==> src/rtl/delay_line_ctrl.sv <==
// delay_line_ctrl
// Streaming sample-delay controller. An external single-clock dual-port RAM
// (WIDTH x DEPTH, registered read that holds while rd_en=0) is used as a
// circular buffer. Each accepted sample is written at wr_ptr. The sample
// accepted `delay_reg` samples earlier is read back in the same cycle, and it
// appears on m_data one cycle after acceptance.
//
// Ports:
//   clk, sreset           clock, synchronous active-high reset
//   delay, delay_load     new delay (0..DEPTH-1, larger values clamp), load pulse
//   s_valid/s_ready/s_data  input stream
//   m_valid/m_ready/m_data  output stream (delayed samples)
//   ram_wr_*              RAM write port (addr, en, data)
//   ram_rd_*              RAM read port (addr, en) and registered read data
//
// Build option:
//   DELAY_LINE_ZERO_FILL_EN  when defined, samples accepted before the buffer
//                            holds delay_reg samples (since reset or a delay
//                            load) are output as zero instead of stale RAM data.
module delay_line_ctrl #(
    parameter int WIDTH      = 8,
    parameter int DEPTH      = 8,
    parameter int ADDR_WIDTH = $clog2(DEPTH)
) (
    input  logic                  clk,
    input  logic                  sreset,
    input  logic [ADDR_WIDTH-1:0] delay,
    input  logic                  delay_load,
    input  logic                  s_valid,
    output logic                  s_ready,
    input  logic [WIDTH-1:0]      s_data,
    output logic                  m_valid,
    input  logic                  m_ready,
    output logic [WIDTH-1:0]      m_data,
    output logic [ADDR_WIDTH-1:0] ram_wr_addr,
    output logic                  ram_wr_en,
    output logic [WIDTH-1:0]      ram_wr_data,
    output logic [ADDR_WIDTH-1:0] ram_rd_addr,
    output logic                  ram_rd_en,
    input  logic [WIDTH-1:0]      ram_rd_data
);

    localparam logic [ADDR_WIDTH:0]   DEPTH_X = (ADDR_WIDTH+1)'(DEPTH);
    localparam logic [ADDR_WIDTH-1:0] LAST    = ADDR_WIDTH'(DEPTH - 1);

    // Delays that do not fit the buffer are limited to the longest one it holds.
    function automatic logic [ADDR_WIDTH-1:0] clamp_delay(input logic [ADDR_WIDTH-1:0] d);
        if ({1'b0, d} >= DEPTH_X)
            return LAST;
        return d;
    endfunction

    // (ptr - dly) mod DEPTH without relying on DEPTH being a power of two.
    function automatic logic [ADDR_WIDTH-1:0] rd_addr_of(input logic [ADDR_WIDTH-1:0] ptr,
                                                        input logic [ADDR_WIDTH-1:0] dly);
        logic [ADDR_WIDTH:0] a;
        if (ptr >= dly)
            a = {1'b0, ptr} - {1'b0, dly};
        else
            a = {1'b0, ptr} + DEPTH_X - {1'b0, dly};
        return a[ADDR_WIDTH-1:0];
    endfunction

    function automatic logic [ADDR_WIDTH-1:0] next_ptr(input logic [ADDR_WIDTH-1:0] ptr);
        if (ptr == LAST)
            return '0;
        return ptr + ADDR_WIDTH'(1);
    endfunction

    logic [ADDR_WIDTH-1:0] wr_ptr;
    logic [ADDR_WIDTH-1:0] delay_reg;
    logic                  acc;
    logic                  vld_p1;
    logic                  byp_sel_p1;
    logic [WIDTH-1:0]      byp_data_p1;

    // Stage 0: handshake and RAM access for the accepted sample
    assign s_ready     = !vld_p1 || m_ready;
    assign acc         = s_valid && s_ready;
    assign ram_wr_en   = acc;
    assign ram_wr_addr = wr_ptr;
    assign ram_wr_data = s_data;
    // No read at delay 0: the sample bypasses the RAM, and this also keeps the
    // read and write addresses distinct whenever both ports are active.
    assign ram_rd_en   = acc && (delay_reg != '0);
    assign ram_rd_addr = rd_addr_of(wr_ptr, delay_reg);

    always_ff @(posedge clk) begin
        if (sreset) begin
            wr_ptr      <= '0;
            delay_reg   <= '0;
            vld_p1      <= 1'b0;
            byp_sel_p1  <= 1'b0;
            byp_data_p1 <= '0;
        end else begin
            vld_p1 <= acc || (vld_p1 && !m_ready);
            // Select registers load only on accept so a stalled output holds.
            if (acc) begin
                wr_ptr      <= next_ptr(wr_ptr);
                byp_sel_p1  <= (delay_reg == '0);
                byp_data_p1 <= s_data;
            end
            // A sample accepted together with a load still used the old delay.
            if (delay_load)
                delay_reg <= clamp_delay(delay);
        end
    end

    // Stage 1: output select
    assign m_valid = vld_p1;

`ifdef DELAY_LINE_ZERO_FILL_EN
    logic [ADDR_WIDTH-1:0] fill_cnt;
    logic                  zero_p1;

    always_ff @(posedge clk) begin
        if (sreset) begin
            fill_cnt <= '0;
            zero_p1  <= 1'b0;
        end else begin
            if (acc)
                zero_p1 <= (fill_cnt < delay_reg);
            // The load restarts filling and overrides this cycle's increment.
            if (delay_load)
                fill_cnt <= '0;
            else if (acc && (fill_cnt < delay_reg))
                fill_cnt <= fill_cnt + ADDR_WIDTH'(1);
        end
    end

    assign m_data = byp_sel_p1 ? byp_data_p1 : (zero_p1 ? '0 : ram_rd_data);
`else
    assign m_data = byp_sel_p1 ? byp_data_p1 : ram_rd_data;
`endif

endmodule

==> config.mk <==
export PLATFORM = sky130hd
export DESIGN_NAME = delay_line_ctrl
export DESIGN_NICKNAME = d
export VERILOG_FILES = /design/src/rtl/delay_line_ctrl.sv
export SDC_FILE = /design/constraint.sdc
export NUM_CORES = 1
export LEC_CHECK = 0
export ABC_AREA = 0
export CAP_MARGIN = 30
export CORE_AREA = 5 5 53 55
export CTS_CLUSTER_SIZE = 16
export DETAILED_ROUTE_END_ITERATION = 8
export DIE_AREA = 0 0 58 60
export PLACE_DENSITY = 0.83
export SYNTH_ARGS = -nofsm -noshare
export SYNTH_HDL_FRONTEND = slang
export SYNTH_SLANG_ARGS = --single-unit
export TNS_END_PERCENT = 30
==> constraint.sdc <==
create_clock -name clk -period 3.5 [get_ports clk]
set_clock_uncertainty 0.05 [all_clocks]
set_input_delay 0.35 -clock clk [delete_from_list [all_inputs] [get_ports clk]]
set_output_delay 0.35 -clock clk [all_outputs]
set_load 0.02 [all_outputs]
==> results.yml, run 1 <==
outcome:
  status: "completed"
floorplanning:
  start_util_pct: 37.61
  die_h_um: 60
  io_pins: 50
  rows: 18
  core_region_area_mm2: 0.002342
  die_w_um: 58
  dieArea_mm2: 0.003480
global_routing:
  grt_use_total_pct: 13.96
  grt_overflow: 0
  grt_max_degree: 18
  grt_antenna_before_repair: 0
  grt_pass1_vias: 840
  grt_first_pass_wirelength_mm: 3.781
finish:
  final_common_cell: "clkdlybuf4s50_1"
  final_util_pct: 56.73
  final_cell_mix: "clkdlybuf4s50_1, dfxtp_1, nand3_1, a21oi_1, mux2_2"
  final_cell_area_mm2: 0.001329
  fin_nets: 165
  largest_register_ffs: 8
  antennaDiodeCount: 0
  layout-drive-gt1-share_pct: 11.03
  area_growth_pct: 50.85
setup_path:
  critPathRequiredTime_ps: 3100
  regToRegStartpoint: "ram_wr_addr[0]"
  end_kind: "output pin"
  r2r_end: "ram_wr_addr[0]"
  reg2reg_slack_ps: 2210
  reg2reg_depth: 5
  startpoint_type: "flip-flop"
  path_class: "reg -> out"
  cp_max_fo: 4
  crit_arrival_ps: 2300
power_and_ir_drop:
  ir_drop_uv: 216.3
  p_per_area_mw_per_mm2: 363.2
  power.leakage_nw: 0.5145
synthesis:
  yosys.cell_types.count: 20
  synth-seq-area-share_pct: 36.36
  synthTopCellsByArea: "dfxtp_1, mux2_2, a21oi_1, nand3_1, buf_4"
  syn_inst: 98
  avgSynthCellArea_um2: 8.988
  ys_seq_elements: 16
  synth_top_area_cell: "dfxtp_1"
  synth_warnings: 0
  synth_nets: 126
  synth_area_um2: 880.8
  synth.top_cell.area_share_pct: 36.36
timing:
  fin_tns_setup_ps: 0
  rsz0062_at_grt: "no"
  setup_violations: 0
  hold_violations: 0
  drv_slew: 0
  period_minus_slack_ps: 2700
  timing.hold.ws_ps: 439.8
  max_slew_margin_pct: 60.41
  tightest_slew_ps: 592.0
  min_period_over_period_pct: 77.15
  max_freq_mhz: 370.3
clock_tree:
  htreeDepth: 1
  cts_setup_buffers: 0
  clock-sinks: 16
  ctsResizeCount: 0
  tritoncts.num_buffers: 3
  cts_tree: "yes"
  cts_hold_buffers: 0
  cts-root-buf: "clkbuf_4"
  cts_buffer_depth: 2
  clk-insertion-delay-late_ps: 280
  path_clk_slew_ps: 90
place:
  routabilityCongestion: 0.7451
  dpl-instance-area_mm2: 0.001292
  post-dp-hpwl_mm: 1.828
  place.port_buffers: 49
detailed_routing:
  drtAntennaViolNets: 0
  wl_per_cell_um: 14.19
  firstDrtPassIters: 4
  avgViaCountPerCell: 5.175
  drt_wl_total_mm: 2.355
  vias: 859
  first_iter_violations: 24
  drcViolationCount: 0
worst_hold_path:
  hp-start: "byp_data_p1[0]"
  whs_path_depth: 2
  hold_path_class: "reg -> reg"
  hold_end: "byp_data_p1[0]"
job:
  maxCapViolations: 0
[layer usage]
metal	global-route usage [%]	routed length [µm]	vias to the layer above	share of wire (%)
li1	-	-	411	-
met1	16.08	938	400	40
met2	24.19	1162	40	49
met3	2.808	185	8	7.9
met4	7.616	68	0	2.9
met5	0	0	-	0
[metrics by stage]
step | power (W) | setup WS (ps) | instances
global placement | 0.0003634 | 914.3 | 162
detailed placement | 0.0003680 | 891.1 | 162
CTS | 0.0004852 | 760.9 | 166
finish | 0.0004826 | 799.6 | 166
global route | 0.0005039 | 698.9 | 166
floorplan | 0.0002933 | 1443 | 98
[how the worst max path moves through the flow]
stage                   startpoint              to  cells after the start
finish              ram_wr_addr[0]  ram_rd_addr[2]                      6
global route        ram_wr_addr[0]  ram_rd_addr[2]                      6
CTS                 ram_wr_addr[0]  ram_rd_addr[2]                      6
detailed placement         s_valid       ram_rd_en                      4
global placement           s_valid       ram_rd_en                      4
floorplan           ram_wr_addr[0]  ram_rd_addr[2]                      5
[synthesized netlist by cell type]
cell type and count:
buf_4 8, dfxtp_1 16, o21ai_1 6, buf_6 3, nor2_1 4, o21ai_0 5
ha_1 3, nand3_1 12, nor3_1 3, a21oi_1 12, mux2i_1 3, o31ai_1 1
buf_2 3, inv_2 2, inv_1 4, clkbuf_4 1, xnor2_1 2, fa_1 1
mux2_2 8, nor2b_4 1
[cell type report]
cell class,count,area [µm²]
inverter,6,22.52
multi-input combinational,61,421.7
timing repair buffer,49,490.5
clock buffer,4,36.28
fill,220,1013
tap,30,37.54
sequential,16,320.3
[power breakdown]
| group | total [W] | internal [W] | switching [W] |
|---|---|---|---|
| clock network | 0.000120 | 0.0000633 | 0.0000566 |
| logic | 0.000159 | 0.0000859 | 0.0000733 |
| registers | 0.000203 | 0.000193 | 0.0000103 |
[critical path, cell delays in order (launching register included)]
cell             delay [ps]
dfxtp_1                 390
inv_1                    80
ha_1                    210
fa_1                    380
xnor2_1                 200
xnor2_1                 150
clkdlybuf4s50_1         620
[logic make-up (layout without fill, tap and decap cells)]
| family | Yosys count | in the layout | synth area share [%] |
|---|---|---|---|
| multiplexers | 11 | 11 | 13.64 |
| adder cells (fa/ha/maj) | 4 | 4 | 6.535 |
| XOR/XNOR | 2 | 2 | 1.989 |
| buffers and inverters | 21 | 59 | 15.77 |
| AND/OR/NAND/NOR | 20 | 20 | 11.79 |
| AO/OA/AOI/OAI | 24 | 24 | 13.92 |
| flip-flops | 16 | 16 | 36.36 |
No activity file was read; power rests on OpenSTA's default activity.
==> inputs of run 2 (changes only) <==
Settings changed: CORE_AREA 5 5 53 55 to 5 5 57 59, DIE_AREA 0 0 58 60 to 0 0 62 64, PLACE_DENSITY 0.83 to 0.75.
Clock period 3.5 ns to 2.4 ns, I/O delays scaled along.
==> run 2 against run 1 <==
Utilization down 6.6 points. Cell area up 0.47%. Routed wire length up 2.3%. Register-to-register slack worse by 1100 ps. Power up 45%. Sequential share of layout area down 0.11 points. Global-route usage down 1.7 points. Sequential cell count unchanged. Clock power up 46%. Clock-buffer cell count unchanged.
==> results.yml, run 2 (synthesis results as in run 1) <==
setup_path:
  critPathRequiredTime_ps: 2110
  crit_arrival_ps: 1860
  path_class: "reg -> out"
  end_kind: "output pin"
  startpoint_type: "flip-flop"
  cp_max_fo: 4
clock_tree:
  htreeDepth: 1
  tritoncts.num_buffers: 3
  cts_tree: "yes"
  cts-root-buf: "clkbuf_4"
  path_clk_slew_ps: 90
  cts_buffer_depth: 2
  clk-insertion-delay-late_ps: 280
  clock-sinks: 16
place:
  dpl-instance-area_mm2: 0.001301
  post-dp-hpwl_mm: 1.928
  routabilityCongestion: 0.7887
  place.port_buffers: 49
detailed_routing:
  drcViolationCount: 0
  wl_per_cell_um: 14.35
  drtAntennaViolNets: 0
  drt_wl_total_mm: 2.410
  firstDrtPassIters: 4
  avgViaCountPerCell: 4.821
  vias: 810
  first_iter_violations: 14
finish:
  largest_register_ffs: 8
  regArea_um2: 320.3
  layout-drive-gt1-share_pct: 12.41
  final_cell_area_mm2: 0.001335
  antennaDiodeCount: 0
  multiInputGateArea_um2: 421.7
  fin_nets: 166
  nFillCells: 262
  area_growth_pct: 51.56
  final_util_pct: 50.14
  final_common_cell: "clkdlybuf4s50_1"
  final_cell_mix: "clkdlybuf4s50_1, dfxtp_1, nand3_1, a21oi_1, mux2_2"
floorplanning:
  rows: 19
  die_h_um: 64
  start_util_pct: 33.08
  io_pins: 50
  die_w_um: 62
  core_region_area_mm2: 0.002663
  dieArea_mm2: 0.003968
timing:
  min_period_over_period_pct: 89.39
  rsz0062_at_grt: "no"
  max_freq_mhz: 466.1
  hold_violations: 0
  drv_slew: 0
  tightest_slew_ps: 591.0
  timing.hold.ws_ps: 439.9
  fin_tns_setup_ps: 0
  max_slew_margin_pct: 60.48
  setup_violations: 0
  period_minus_slack_ps: 2145
global_routing:
  grt_use_total_pct: 12.31
  grt_max_degree: 18
  grt_first_pass_wirelength_mm: 3.691
  grt_overflow: 0
  grt_antenna_before_repair: 0
  grt_pass1_vias: 814
power_and_ir_drop:
  power.leakage_nw: 0.5330
  p_sw_w: 0.0002039
  p_clk_share_pct: 24.9
  pwr-share-seq_pct: 42.3
  p_total_w: 0.0007011
  comb_power_share_pct: 32.8
  sw_frac_of_total_pct: 29.08
  p_per_area_mw_per_mm2: 525.1
  p_int_w: 0.0004972
  ir_drop_uv: 273.1
worst_hold_path:
  hold_path_class: "reg -> reg"
job:
  maxCapViolations: 0
outcome:
  status: "completed"
==> run 2: cell count changes in the layout (fill, tap and decap cells not counted) <==
| cell | previous run | this run |
|---|---|---|
| buf_4 | 0 | 1 |
| clkdlybuf4s50_1 | 49 | 47 |
| dlymetal6s2s_1 | 0 | 1 |
| clkbuf_2 | 0 | 1 |
==> run 2: cell type report <==
| cell class | instances | share of cell area, % |
|---|---|---|
| flip-flops and latches | 16 | 23.99 |
| repair buffers | 50 | 37.11 |
| well taps | 31 | 2.905 |
| clock buffers | 4 | 2.718 |
| inverters | 6 | 1.687 |
| multi-input cells | 61 | 31.58 |
==> run 2: layer usage <==
| layer | part of all wire (%) | up-vias | GRT usage, % |
|---|---|---|---|
| met4 | 1.7 | 0 | 5.570 |
| met3 | 12 | 6 | 3.219 |
| met1 | 35 | 363 | 12.58 |
| met2 | 51 | 35 | 22.28 |
| li1 | - | 406 | - |
| met5 | 0 | - | 0 |
==> run 2: path summary, 6_finish.rpt <==
kind / startpoint / to / cells past startpoint / slack (ps)
setup reg to reg: m_valid / byp_data_p1[0] / 4 / 1150
setup / recovery: ram_wr_addr[0] / ram_rd_addr[2] / 6 / 250
hold reg to reg: byp_data_p1[2] / byp_data_p1[2] / 2 / 440
hold / removal: byp_data_p1[2] / byp_data_p1[2] / 2 / 440
==> run 2: what timing repair did <==
action	in CTS	in global routing
setup buffers	0	0
endpoints found under the hold margin	0	0
setup endpoints to repair	1	2
hold buffers	0	0
resized for setup	1	3
==> run 2: power by group through the flow <==
stage | Combinational [W] | Sequential (W) | Clock [W]
4_1_cts | 0.000235 | 0.000296 | 0.000178
2_1_floorplan | 0.000127 | 0.000300 | 0
6_report | 0.000230 | 0.000296 | 0.000175
3_5_place_dp | 0.000236 | 0.000302 | 0
3_3_place_gp | 0.000232 | 0.000301 | 0
5_1_grt | 0.000249 | 0.000299 | 0.000191
==> run 2: worst max-delay path, stage by stage, from the launching register on <==
cell	delay, ps
dfxtp_1	390
inv_1	80
ha_1	210
fa_1	380
xnor2_1	180
xnor2_1	140
clkbuf_2	190
==> run 2: stage by stage <==
stage	worst slack, ps	instances
2_1_floorplan	453.2	98
3_3_place_gp	173.0	164
3_5_place_dp	137.4	164
4_1_cts	34.65	168
5_1_grt	81.94	168
6_report	254.7	168
